--- src/rtl/seq_sub16_pkg.sv ---
// seq_sub16_pkg: shared constants, FSM state type and nibble helper for the
// sequential 16-bit subtractor (seq_sub16).
//   WIDTH    - operand/result width (16)
//   SLICE_W  - bits processed per cycle (4)
//   CNT_W    - nibble counter width
//   state_t  - IDLE / RUN / DONE
package seq_sub16_pkg;

  localparam int WIDTH   = 16;
  localparam int SLICE_W = 4;
  localparam int NUM_NIB = WIDTH / SLICE_W;
  localparam int CNT_W   = 2;

  localparam logic [CNT_W-1:0] LAST_NIB = 2'd3;

  typedef enum logic [1:0] {
    IDLE = 2'd0,
    RUN  = 2'd1,
    DONE = 2'd2
  } state_t;

  // Select one nibble of a 16-bit word by counter value.
  function automatic logic [SLICE_W-1:0] nibble_sel(input logic [WIDTH-1:0] v,
                                                    input logic [CNT_W-1:0] idx);
    case (idx)
      2'd0:    nibble_sel = v[3:0];
      2'd1:    nibble_sel = v[7:4];
      2'd2:    nibble_sel = v[11:8];
      2'd3:    nibble_sel = v[15:12];
      default: nibble_sel = v[3:0];
    endcase
  endfunction

endpackage

--- src/rtl/seq_sub16_if.sv ---
// seq_sub16_if: request/result bundle for seq_sub16.
//   start, a, b                         - request side (driven by master)
//   busy, done, diff, borrow, zero,
//   overflow                            - result side (driven by slave)
interface seq_sub16_if;
  import seq_sub16_pkg::*;

  logic             start;
  logic [WIDTH-1:0] a;
  logic [WIDTH-1:0] b;
  logic             busy;
  logic             done;
  logic [WIDTH-1:0] diff;
  logic             borrow;
  logic             zero;
  logic             overflow;

  modport master (
    output start, a, b,
    input  busy, done, diff, borrow, zero, overflow
  );

  modport slave (
    input  start, a, b,
    output busy, done, diff, borrow, zero, overflow
  );
endinterface

--- src/rtl/seq_sub16_cla4_slice.sv ---
// cla4_slice: 4-bit carry-lookahead adder slice.
//   x, y  - 4-bit addends
//   cin   - carry in
//   s     - 4-bit sum
//   cout  - carry out of bit 3
//   gp/gg - group propagate / group generate
//   c3    - carry into bit 3 (overflow tap)
module cla4_slice (
  input  logic [3:0] x,
  input  logic [3:0] y,
  input  logic       cin,
  output logic [3:0] s,
  output logic       cout,
  output logic       gp,
  output logic       gg,
  output logic       c3
);
  logic [3:0] p;
  logic [3:0] g;
  logic       c1;
  logic       c2;

  assign p  = x ^ y;
  assign g  = x & y;
  assign c1 = g[0] | (p[0] & cin);
  assign c2 = g[1] | (p[1] & g[0]) | (p[1] & p[0] & cin);
  assign c3 = g[2] | (p[2] & g[1]) | (p[2] & p[1] & g[0]) | (p[2] & p[1] & p[0] & cin);
  assign gp = &p;
  assign gg = g[3] | (p[3] & g[2]) | (p[3] & p[2] & g[1]) | (p[3] & p[2] & p[1] & g[0]);
  assign cout = gg | (gp & cin);
  assign s  = p ^ {c3, c2, c1, cin};
endmodule

--- src/rtl/seq_sub16.sv ---
// seq_sub16: sequential 16-bit subtractor, diff = a + ~b + 1, one nibble per
// cycle through a single 4-bit CLA slice with a registered inter-nibble carry.
//   clk  - clock (rising edge)
//   rst  - synchronous active-high reset
//   bus  - seq_sub16_if.slave (start/a/b in; busy/done/diff/flags out)
// Build option: define SEQ_SUB16_OVF_EN to enable the signed overflow flag;
// otherwise overflow is tied to 0.
module seq_sub16
  import seq_sub16_pkg::*;
(
  input logic         clk,
  input logic         rst,
  seq_sub16_if.slave  bus
);
  state_t state;
  state_t next_state;

  logic [CNT_W-1:0]   cnt;
  logic [WIDTH-1:0]   a_lat;
  logic [WIDTH-1:0]   b_lat;
  logic [11:0]        acc;      // lower nibbles of the result, shifted in LSB first
  logic [WIDTH-1:0]   diff;
  logic               carry;
  logic               busy;
  logic               done;
  logic               borrow;
  logic               zero;
  logic               accept;
  logic               last_nib;

  logic [SLICE_W-1:0] x;
  logic [SLICE_W-1:0] y;
  logic [SLICE_W-1:0] s;
  logic               cout;
  logic               gp;
  logic               gg;

  assign x = nibble_sel(a_lat, cnt);
  assign y = ~nibble_sel(b_lat, cnt);

`ifdef SEQ_SUB16_OVF_EN
  logic c3;
  logic overflow;

  cla4_slice u_slice (
    .x    (x),
    .y    (y),
    .cin  (carry),
    .s    (s),
    .cout (cout),
    .gp   (gp),
    .gg   (gg),
    .c3   (c3)
  );
`else
  logic unused_c3;

  cla4_slice u_slice (
    .x    (x),
    .y    (y),
    .cin  (carry),
    .s    (s),
    .cout (cout),
    .gp   (gp),
    .gg   (gg),
    .c3   (unused_c3)
  );
`endif

  // FSM state register
  always_ff @(posedge clk) begin
    if (rst) begin
      state <= IDLE;
    end else begin
      state <= next_state;
    end
  end

  // Next-state decode plus accept / last-nibble strobes
  always_comb begin
    next_state = state;
    accept     = 1'b0;
    last_nib   = 1'b0;
    case (state)
      IDLE: begin
        if (bus.start) begin
          next_state = RUN;
          accept     = 1'b1;
        end else begin
          next_state = IDLE;
        end
      end
      RUN: begin
        if (cnt == LAST_NIB) begin
          next_state = DONE;
          last_nib   = 1'b1;
        end else begin
          next_state = RUN;
        end
      end
      DONE: begin
        // a start in the done cycle chains straight into the next operation
        if (bus.start) begin
          next_state = RUN;
          accept     = 1'b1;
        end else begin
          next_state = IDLE;
        end
      end
      default: begin
        next_state = IDLE;
      end
    endcase
  end

  // Operand latch, nibble datapath and registered result/flags
  always_ff @(posedge clk) begin
    if (rst) begin
      cnt    <= {CNT_W{1'b0}};
      a_lat  <= {WIDTH{1'b0}};
      b_lat  <= {WIDTH{1'b0}};
      acc    <= 12'd0;
      carry  <= 1'b1;
      busy   <= 1'b0;
      done   <= 1'b0;
      diff   <= {WIDTH{1'b0}};
      borrow <= 1'b0;
      zero   <= 1'b1;
`ifdef SEQ_SUB16_OVF_EN
      overflow <= 1'b0;
`endif
    end else begin
      done <= last_nib;
      if (accept) begin
        a_lat <= bus.a;
        b_lat <= bus.b;
        cnt   <= {CNT_W{1'b0}};
        carry <= 1'b1;     // +1 of the two's complement of b
        busy  <= 1'b1;
      end else if (state == RUN) begin
        acc   <= {s, acc[11:4]};
        carry <= gg | (gp & carry);
        cnt   <= cnt + 2'd1;
        if (last_nib) begin
          // result is committed only here so outputs stay stable while busy
          busy   <= 1'b0;
          diff   <= {s, acc};
          borrow <= ~cout;
          zero   <= ({s, acc} == 16'd0);
`ifdef SEQ_SUB16_OVF_EN
          overflow <= c3 ^ cout;
`endif
        end
      end
    end
  end

  assign bus.busy   = busy;
  assign bus.done   = done;
  assign bus.diff   = diff;
  assign bus.borrow = borrow;
  assign bus.zero   = zero;
`ifdef SEQ_SUB16_OVF_EN
  assign bus.overflow = overflow;
`else
  assign bus.overflow = 1'b0;
`endif
endmodule

--- src/flat_wrapper.sv ---
// flat-port wrapper written by rule: the top's interface ports become plain ports
module seq_sub16_flat import seq_sub16_pkg::*;
  (clk, rst, bus_start, bus_a, bus_b, bus_busy, bus_done, bus_diff, bus_borrow, bus_zero, bus_overflow);
  seq_sub16_if bus_i ();
  input logic clk;
  input logic rst;
  input wire logic [$bits(bus_i.start)-1:0] bus_start;
  input wire logic [$bits(bus_i.a)-1:0] bus_a;
  input wire logic [$bits(bus_i.b)-1:0] bus_b;
  output wire logic [$bits(bus_i.busy)-1:0] bus_busy;
  output wire logic [$bits(bus_i.done)-1:0] bus_done;
  output wire logic [$bits(bus_i.diff)-1:0] bus_diff;
  output wire logic [$bits(bus_i.borrow)-1:0] bus_borrow;
  output wire logic [$bits(bus_i.zero)-1:0] bus_zero;
  output wire logic [$bits(bus_i.overflow)-1:0] bus_overflow;
  assign bus_i.start = bus_start;
  assign bus_i.a = bus_a;
  assign bus_i.b = bus_b;
  assign bus_busy = bus_i.busy;
  assign bus_done = bus_i.done;
  assign bus_diff = bus_i.diff;
  assign bus_borrow = bus_i.borrow;
  assign bus_zero = bus_i.zero;
  assign bus_overflow = bus_i.overflow;
  seq_sub16 u_core (.clk(clk), .rst(rst), .bus(bus_i));
endmodule
--- config.mk ---
export PLATFORM = sky130hd
export DESIGN_NAME = seq_sub16_flat
export DESIGN_NICKNAME = d
export VERILOG_FILES = /design/src/rtl/seq_sub16_pkg.sv /design/src/rtl/seq_sub16_if.sv /design/src/rtl/seq_sub16_cla4_slice.sv /design/src/rtl/seq_sub16.sv /design/src/flat_wrapper.sv
export SDC_FILE = /design/constraint.sdc
export NUM_CORES = 1
export LEC_CHECK = 0
export ABC_AREA = 1
export BUFFER_PORTS_ARGS = -buffer_cell sky130_fd_sc_hd__clkbuf_2
export CORE_ASPECT_RATIO = 0.9
export CORE_MARGIN = 10
export CORE_UTILIZATION = 35
export DETAILED_ROUTE_END_ITERATION = 6
export GPL_TIMING_DRIVEN = 0
export SYNTH_ARGS = -nofsm -noshare
export SYNTH_HDL_FRONTEND = slang
export SYNTH_HIERARCHICAL = 1
export SYNTH_SLANG_ARGS = --single-unit
--- constraint.sdc ---
create_clock -name clk -period 2.1 [get_ports clk]
set_input_delay 0.42 -clock clk [delete_from_list [all_inputs] [get_ports clk]]
set_output_delay 0.42 -clock clk [all_outputs]
set_load 0.03 [all_outputs]
==> flow_metrics.tcl, run 1 <==
set metrics [dict create \
    tns_ns -0.0957 \
    synth_top_area_cell "dfxtp_1" \
    setup_violations 2 \
    wire_per_inst_um 13.9 \
    routed_wl_mm 8.13 \
    grt_max_degree 12 \
    synthCells 401 \
    worst_slack_ns -0.0703 \
    grt_pass1_wl_mm 13.4 \
    r2r-end "u_core/bus.zero" \
    diodes 0 \
    drive_above_1_share 0.307 \
    viasPerCell 4.75 \
    end_kind "flip-flop" \
    port_buffers 54 \
    ant_nets 0 \
    cts_root_buffer "clkbuf_8" \
    synth_top_area_share 0.469 \
    overflow 0 \
    ys_ff_latch 69 \
    ys_async_sr_fraction 0 \
    ios 56 \
    path_buf_inv 3 \
    fmax_ghz 0.461 \
    fill_cells 808 \
    synth_nets 445 \
    grt_use_total 0.134 \
    cp_slowest_stage_delay_ns 0.38 \
    num_rows 31 \
    htreeDepth 3 \
    cp_top_family "simple AND/OR/NAND/NOR gates" \
    fin_crit_sh 1.03 \
    final_util 0.485 \
    synth.avg_cell_area_um2 7.34 \
    areaGrowthSynthToFinish_pct 33.5 \
    antenna_found_initial 0 \
    cts_max_path_buffers 2 \
    p_leak_nw 1.81 \
    drv_slew 0 \
    core_area_um2 8110 \
    seq_area_frac_synth 0.469 \
    hold_viol_final 0 \
    p_per_area_nw_per_um2 875 \
    layout_min_cycle_time_ns 2.17 \
    fp.dieW_um 117 \
    synth.most_common_cell "nor2_1" \
    gp_congestion 0.798 \
    min_to "u_core/a_lat[0]" \
    hold_depth 3 \
    reg2regPathDepth 16 \
    syn-cell-area_um2 2950 \
    ys_types 28 \
    first_pass_iters 4 \
    violations "negative setup slack" \
    cpMostUsedCell "nand2_2" \
    finClkSkew_ns 0.0100 \
    synth_area_leaders "dfxtp_1, nor2_1, o21ai_0" \
    die-area_um2 12500 \
    critPathArrivalTime_ns 2.47 \
    cts_tree "done" \
    worst_path_max_delay_cell "dfxtp_4" \
    timing.rr.start "u_core/cnt[1]" \
    regToRegSetupSlack_ns -0.07 \
    vias 2776 \
    clkSlewWorstSetupHoldPaths_ns 0.07 \
    placedInstanceArea_um2 3350 \
    path_class "reg -> reg" \
    dp.final_hpwl_mm 5.55 \
    crit_fanout 4 \
    cts_buffers 9 \
    final_nets 525 \
    hp-class "in -> reg" \
    design_area_um2 3930 \
    ir_drop_mv 0.392 \
    drc 0 \
    hold_start "bus_a[0]" \
    drt-initial-drc-count 133 \
    required_ns 2.39 \
    synth_ff_type "dfxtp_1" \
    synth_edf_count 0 \
    grt_pass1_vias 2831 \
    synth_commonest_cells "nor2_1, dfxtp_1, o21ai_0" \
    ys.warnings.count 6 \
    rsz0062_at_grt "true" \
    critical_path.cell_chain "inv_4 -> ha_4 -> buf_12 -> a21oi_4 -> a31oi_2 -> ha_1 -> buf_4 -> nand4_1 -> nand2_2 -> nand2_2 -> nand2_2 -> nor2_1 -> nand2_1 -> nor2_2 -> nand3_1 -> nand2_1" \
    insertion_delay_ns 0.35 \
    cts.sinks 69 \
    start_kind "flip-flop" \
    fin_hold_ws_ns 0.291 \
    p_total_mw 3.44 \
    max-cap-violations 0 \
    start_util 0.363 \
    outcome "complete, but fails checks" \
    die_h_um 107 \
]
-- cell usage in the layout (no fill, tap or decap), types with 8 or more instances in the layout --
master and count:
nor2_4 8, clkbuf_1 11, o21ai_1 13, clkbuf_8 10, nand2_2 8, clkbuf_2 54, nand2_1 33, nor2_1 131
buf_4 17, o21ai_0 51, dfxtp_1 67
-- repair_timing --
| item | 4_1_cts | 5_1_grt |
|---|---|---|
| gates cloned | 1 | 0 |
| pin swaps | 25 | 17 |
| endpoints found under the hold margin | 0 | 0 |
| gates resized for setup | 48 | 26 |
| setup endpoints to repair | 11 | 11 |
| hold buffers | 0 | 0 |
| setup buffers | 13 | 4 |
-- how the worst max path moves through the flow --
stage,start,end,slack [ns],cells past startpoint
floorplan,u_core/cnt[0],u_core/bus.zero,0.0004,17
global placement,u_core/cnt[0],u_core/bus.zero,-0.33,14
detailed placement,u_core/cnt[0],u_core/bus.zero,-0.37,14
CTS,u_core/cnt[0],u_core/bus.zero,-0.08,17
global route,u_core/cnt[1],u_core/bus.zero,-0.21,16
finish,u_core/cnt[1],u_core/bus.zero,-0.07,16
-- registers in the layout, summed over array words and instances (netlist names) --
signal	flops
u_core/a_lat	16
u_core/b_lat	16
u_core/bus.diff	16
u_core/acc	12
u_core/cnt	2
u_core/state	2
u_core/bus.borrow	1
u_core/bus.busy	1
u_core/bus.done	1
u_core/bus.zero	1
u_core/carry	1
-- metal layers --
layer  GRT usage  share of wire
met1       0.171           0.48
met3      0.0379          0.051
met4      0.0723          0.018
met2       0.198           0.45
met5           0              0
-- power breakdown --
part	switching (mW)	internal (mW)	leakage (nW)	total [mW]
clock	0.498	0.578	0.0964	1.08
sequential	0.0650	1.39	0.568	1.46
combinational	0.500	0.407	1.14	0.907
total	1.06	2.38	1.81	3.44
-- cell families after synthesis --
logic type,Yosys count,synth area share
AND/OR/NAND/NOR,200,0.280
AO/OA/AOI/OAI,82,0.143
flip-flops,69,0.469
buffers and inverters,39,0.0624
adder cells (fa/ha/maj),9,0.0408
XOR/XNOR,1,0.00297
other,1,0.00127
-- through the flow --
| stage | worst slack [ns] | cells |
|---|---|---|
| floorplan | 0.000390 | 401 |
| global placement | -0.331 | 554 |
| detailed placement | -0.369 | 554 |
| CTS | -0.0787 | 584 |
| global route | -0.214 | 585 |
| finish | -0.0703 | 585 |
-- worst min-delay path: stages --
cell	delay, ns
clkbuf_2	0.08
nor2_1	0.03
nor2_1	0.08
-- area by class of cell --
class / count / area (um2) / area share
sequential: 69 / 1390 / 0.353
inverter: 17 / 73.8 / 0.0188
timing repair buffer: 71 / 414 / 0.105
multi-input combinational: 293 / 1610 / 0.410
clock inverter: 4 / 47.5 / 0.0121
tap: 99 / 124 / 0.0315
clock buffer: 12 / 145 / 0.0369
buffer: 20 / 125 / 0.0318
No activity file was read; power rests on OpenSTA's default activity.
==> run 2, diff against run 1 <==
Settings changed: CORE_ASPECT_RATIO 0.9 to 0.5, CORE_UTILIZATION 35 to 47, PLACE_DENSITY from default to 0.72.
==> flow_metrics.tcl, run 2 (synthesis gave the netlist of run 1 again) <==
set metrics [dict create \
    outcome "complete, but fails checks" \
    violations "negative setup slack" \
    placedCellCount 543 \
    drc 0 \
    fp.dieW_um 132 \
    ant_nets 0 \
    port_buffers 54 \
    fin_cells 571 \
    grt_pass1_vias 2878 \
    htreeDepth 3 \
    finClkSkew_ns 0.00414 \
    crit_fanout 4 \
    path_class "reg -> reg" \
    vias 2833 \
    post-place-ws_ns -0.428 \
    sw_frac_of_total 0.277 \
    fin_crit_sh 1.07 \
    placedInstanceArea_um2 3340 \
    antenna_found_initial 0 \
    routed_wl_mm 8.00 \
    hold_depth 3 \
    die-area_um2 10000 \
    drt-initial-drc-count 222 \
    grt_max_degree 13 \
    cts_buffers 9 \
    grt_use_total 0.157 \
    viasPerCell 4.96 \
    hold_viol_final 0 \
    overflow 0 \
    rsz0062_at_grt "true" \
    reg_top3 "u_core/a_lat: 16 flops, u_core/b_lat: 16 flops, u_core/bus.diff: 16 flops" \
    p_total_mw 3.90 \
    gp_congestion 0.813 \
    cts_tree "done" \
    num_rows 20 \
    p_per_area_nw_per_um2 983 \
    p_clk_frac 0.420 \
    cts.sinks 69 \
    hp-class "in -> reg" \
    share_comb_of_total_power 0.206 \
    cts_max_path_buffers 2 \
    cts_root_buffer "clkbuf_16" \
    fin_hold_ws_ns 0.309 \
    layout_min_cycle_time_ns 2.25 \
    critPathArrivalTime_ns 2.53 \
    fmax_ghz 0.444 \
    wire_per_inst_um 14.0 \
    sequentialPowerShare 0.374 \
    start_util 0.484 \
    max-cap-violations 0 \
    grt_pass1_wl_mm 13.3 \
    final_nets 522 \
    final_cell_mix "nor2_1, dfxtp_1, clkbuf_2" \
    start_kind "flip-flop" \
    insertion_delay_ns 0.33 \
    drive_above_1_share 0.288 \
    drv_slew 0 \
    end_kind "flip-flop" \
    areaGrowthSynthToFinish_pct 34.5 \
    dp.final_hpwl_mm 5.25 \
    die_h_um 76.0 \
    diodes 0 \
    internal_power_mw 2.82 \
    clkSlewWorstSetupHoldPaths_ns 0.06 \
    layout_commonest_cell "nor2_1" \
    worst_slack_ns -0.150 \
    p_leak_nw 1.84 \
    ir_drop_mv 0.536 \
    hold_buffers 0 \
    ios 56 \
    design_area_um2 3960 \
    required_ns 2.38 \
    core_area_um2 6080 \
    reg2regPathDepth 15 \
    switching_power_mw 1.08 \
    setup_violations 5 \
    first_pass_iters 4 \
]
[run 2: cell types whose count changed in the layout (fill, tap and decap cells not counted), sizes merged]
| cell | previous run | this run |
|---|---|---|
| buf | 27 | 24 |
| inv | 17 | 18 |
| bufinv | 1 | 2 |
| clkbuf | 76 | 75 |
| clkinvlp | 1 | 0 |
[run 2: final cells by class]
cell class	instances	area [um2]
clock inverter	5	82.6
tap	88	110
timing repair buffer	68	377
sequential	69	1390
multi-input combinational	293	1560
buffer	20	125
inverter	17	73.8
clock buffer	11	243
fill	517	2120
[run 2: worst paths after layout]
kind	start	to	slack [ns]
max	u_core/cnt[1]	u_core/bus.zero	-0.15
min	bus_b[13]	u_core/b_lat[13]	0.31
max reg2reg	u_core/cnt[1]	u_core/bus.zero	-0.15
min reg2reg	u_core/bus.busy	u_core/bus.busy	0.47
[run 2: per-stage QoR]
step,utilization,setup TNS [ns]
after CTS,0.642,-0.220
after detailed placement,0.549,-2.29
final,0.652,-0.409
after global placement,0.549,-1.92
after global routing,0.652,-0.997
after floorplan,-,0
[run 2: power groups by stage]
stage                     logic, mW  clock network (mW)  registers (mW)
after floorplan               0.434                   0            1.47
after global placement        0.578                   0            1.48
after detailed placement      0.586                   0            1.48
after CTS                     0.725                1.66            1.45
after global routing          0.890                1.73            1.47
final                         0.801                1.64            1.46
[run 2: what timing repair did]
action / in CTS / in global routing
resized for setup: 40 / 17
pin swaps: 12 / 14
endpoints found under the setup margin: 11 / 10
buffers inserted: 10 / 2
gates cloned: 1 / 1
[run 2: critical path: stages, from the launching register on]
cell and delay [ns]:
dfxtp_4 0.38, inv_4 0.06, ha_4 0.17, buf_6 0.13, a21oi_4 0.11, a31oi_2 0.11, ha_1 0.34, buf_4 0.14
buf_4 0.13, nand3_1 0.10, nand2_2 0.09, nor2_1 0.11, nand2_1 0.06, nor2_1 0.10, nand3_1 0.09, nand2_1 0.07
[run 2: routing by layer]
layer / global-route usage / share of wire / up-vias
met1: 0.189 / 0.46 / 1320
li1: - / - / 1445
met3: 0.0605 / 0.051 / 7
met5: 0 / 0 / -
met2: 0.261 / 0.48 / 61
met4: 0.0331 / 0.0068 / 0
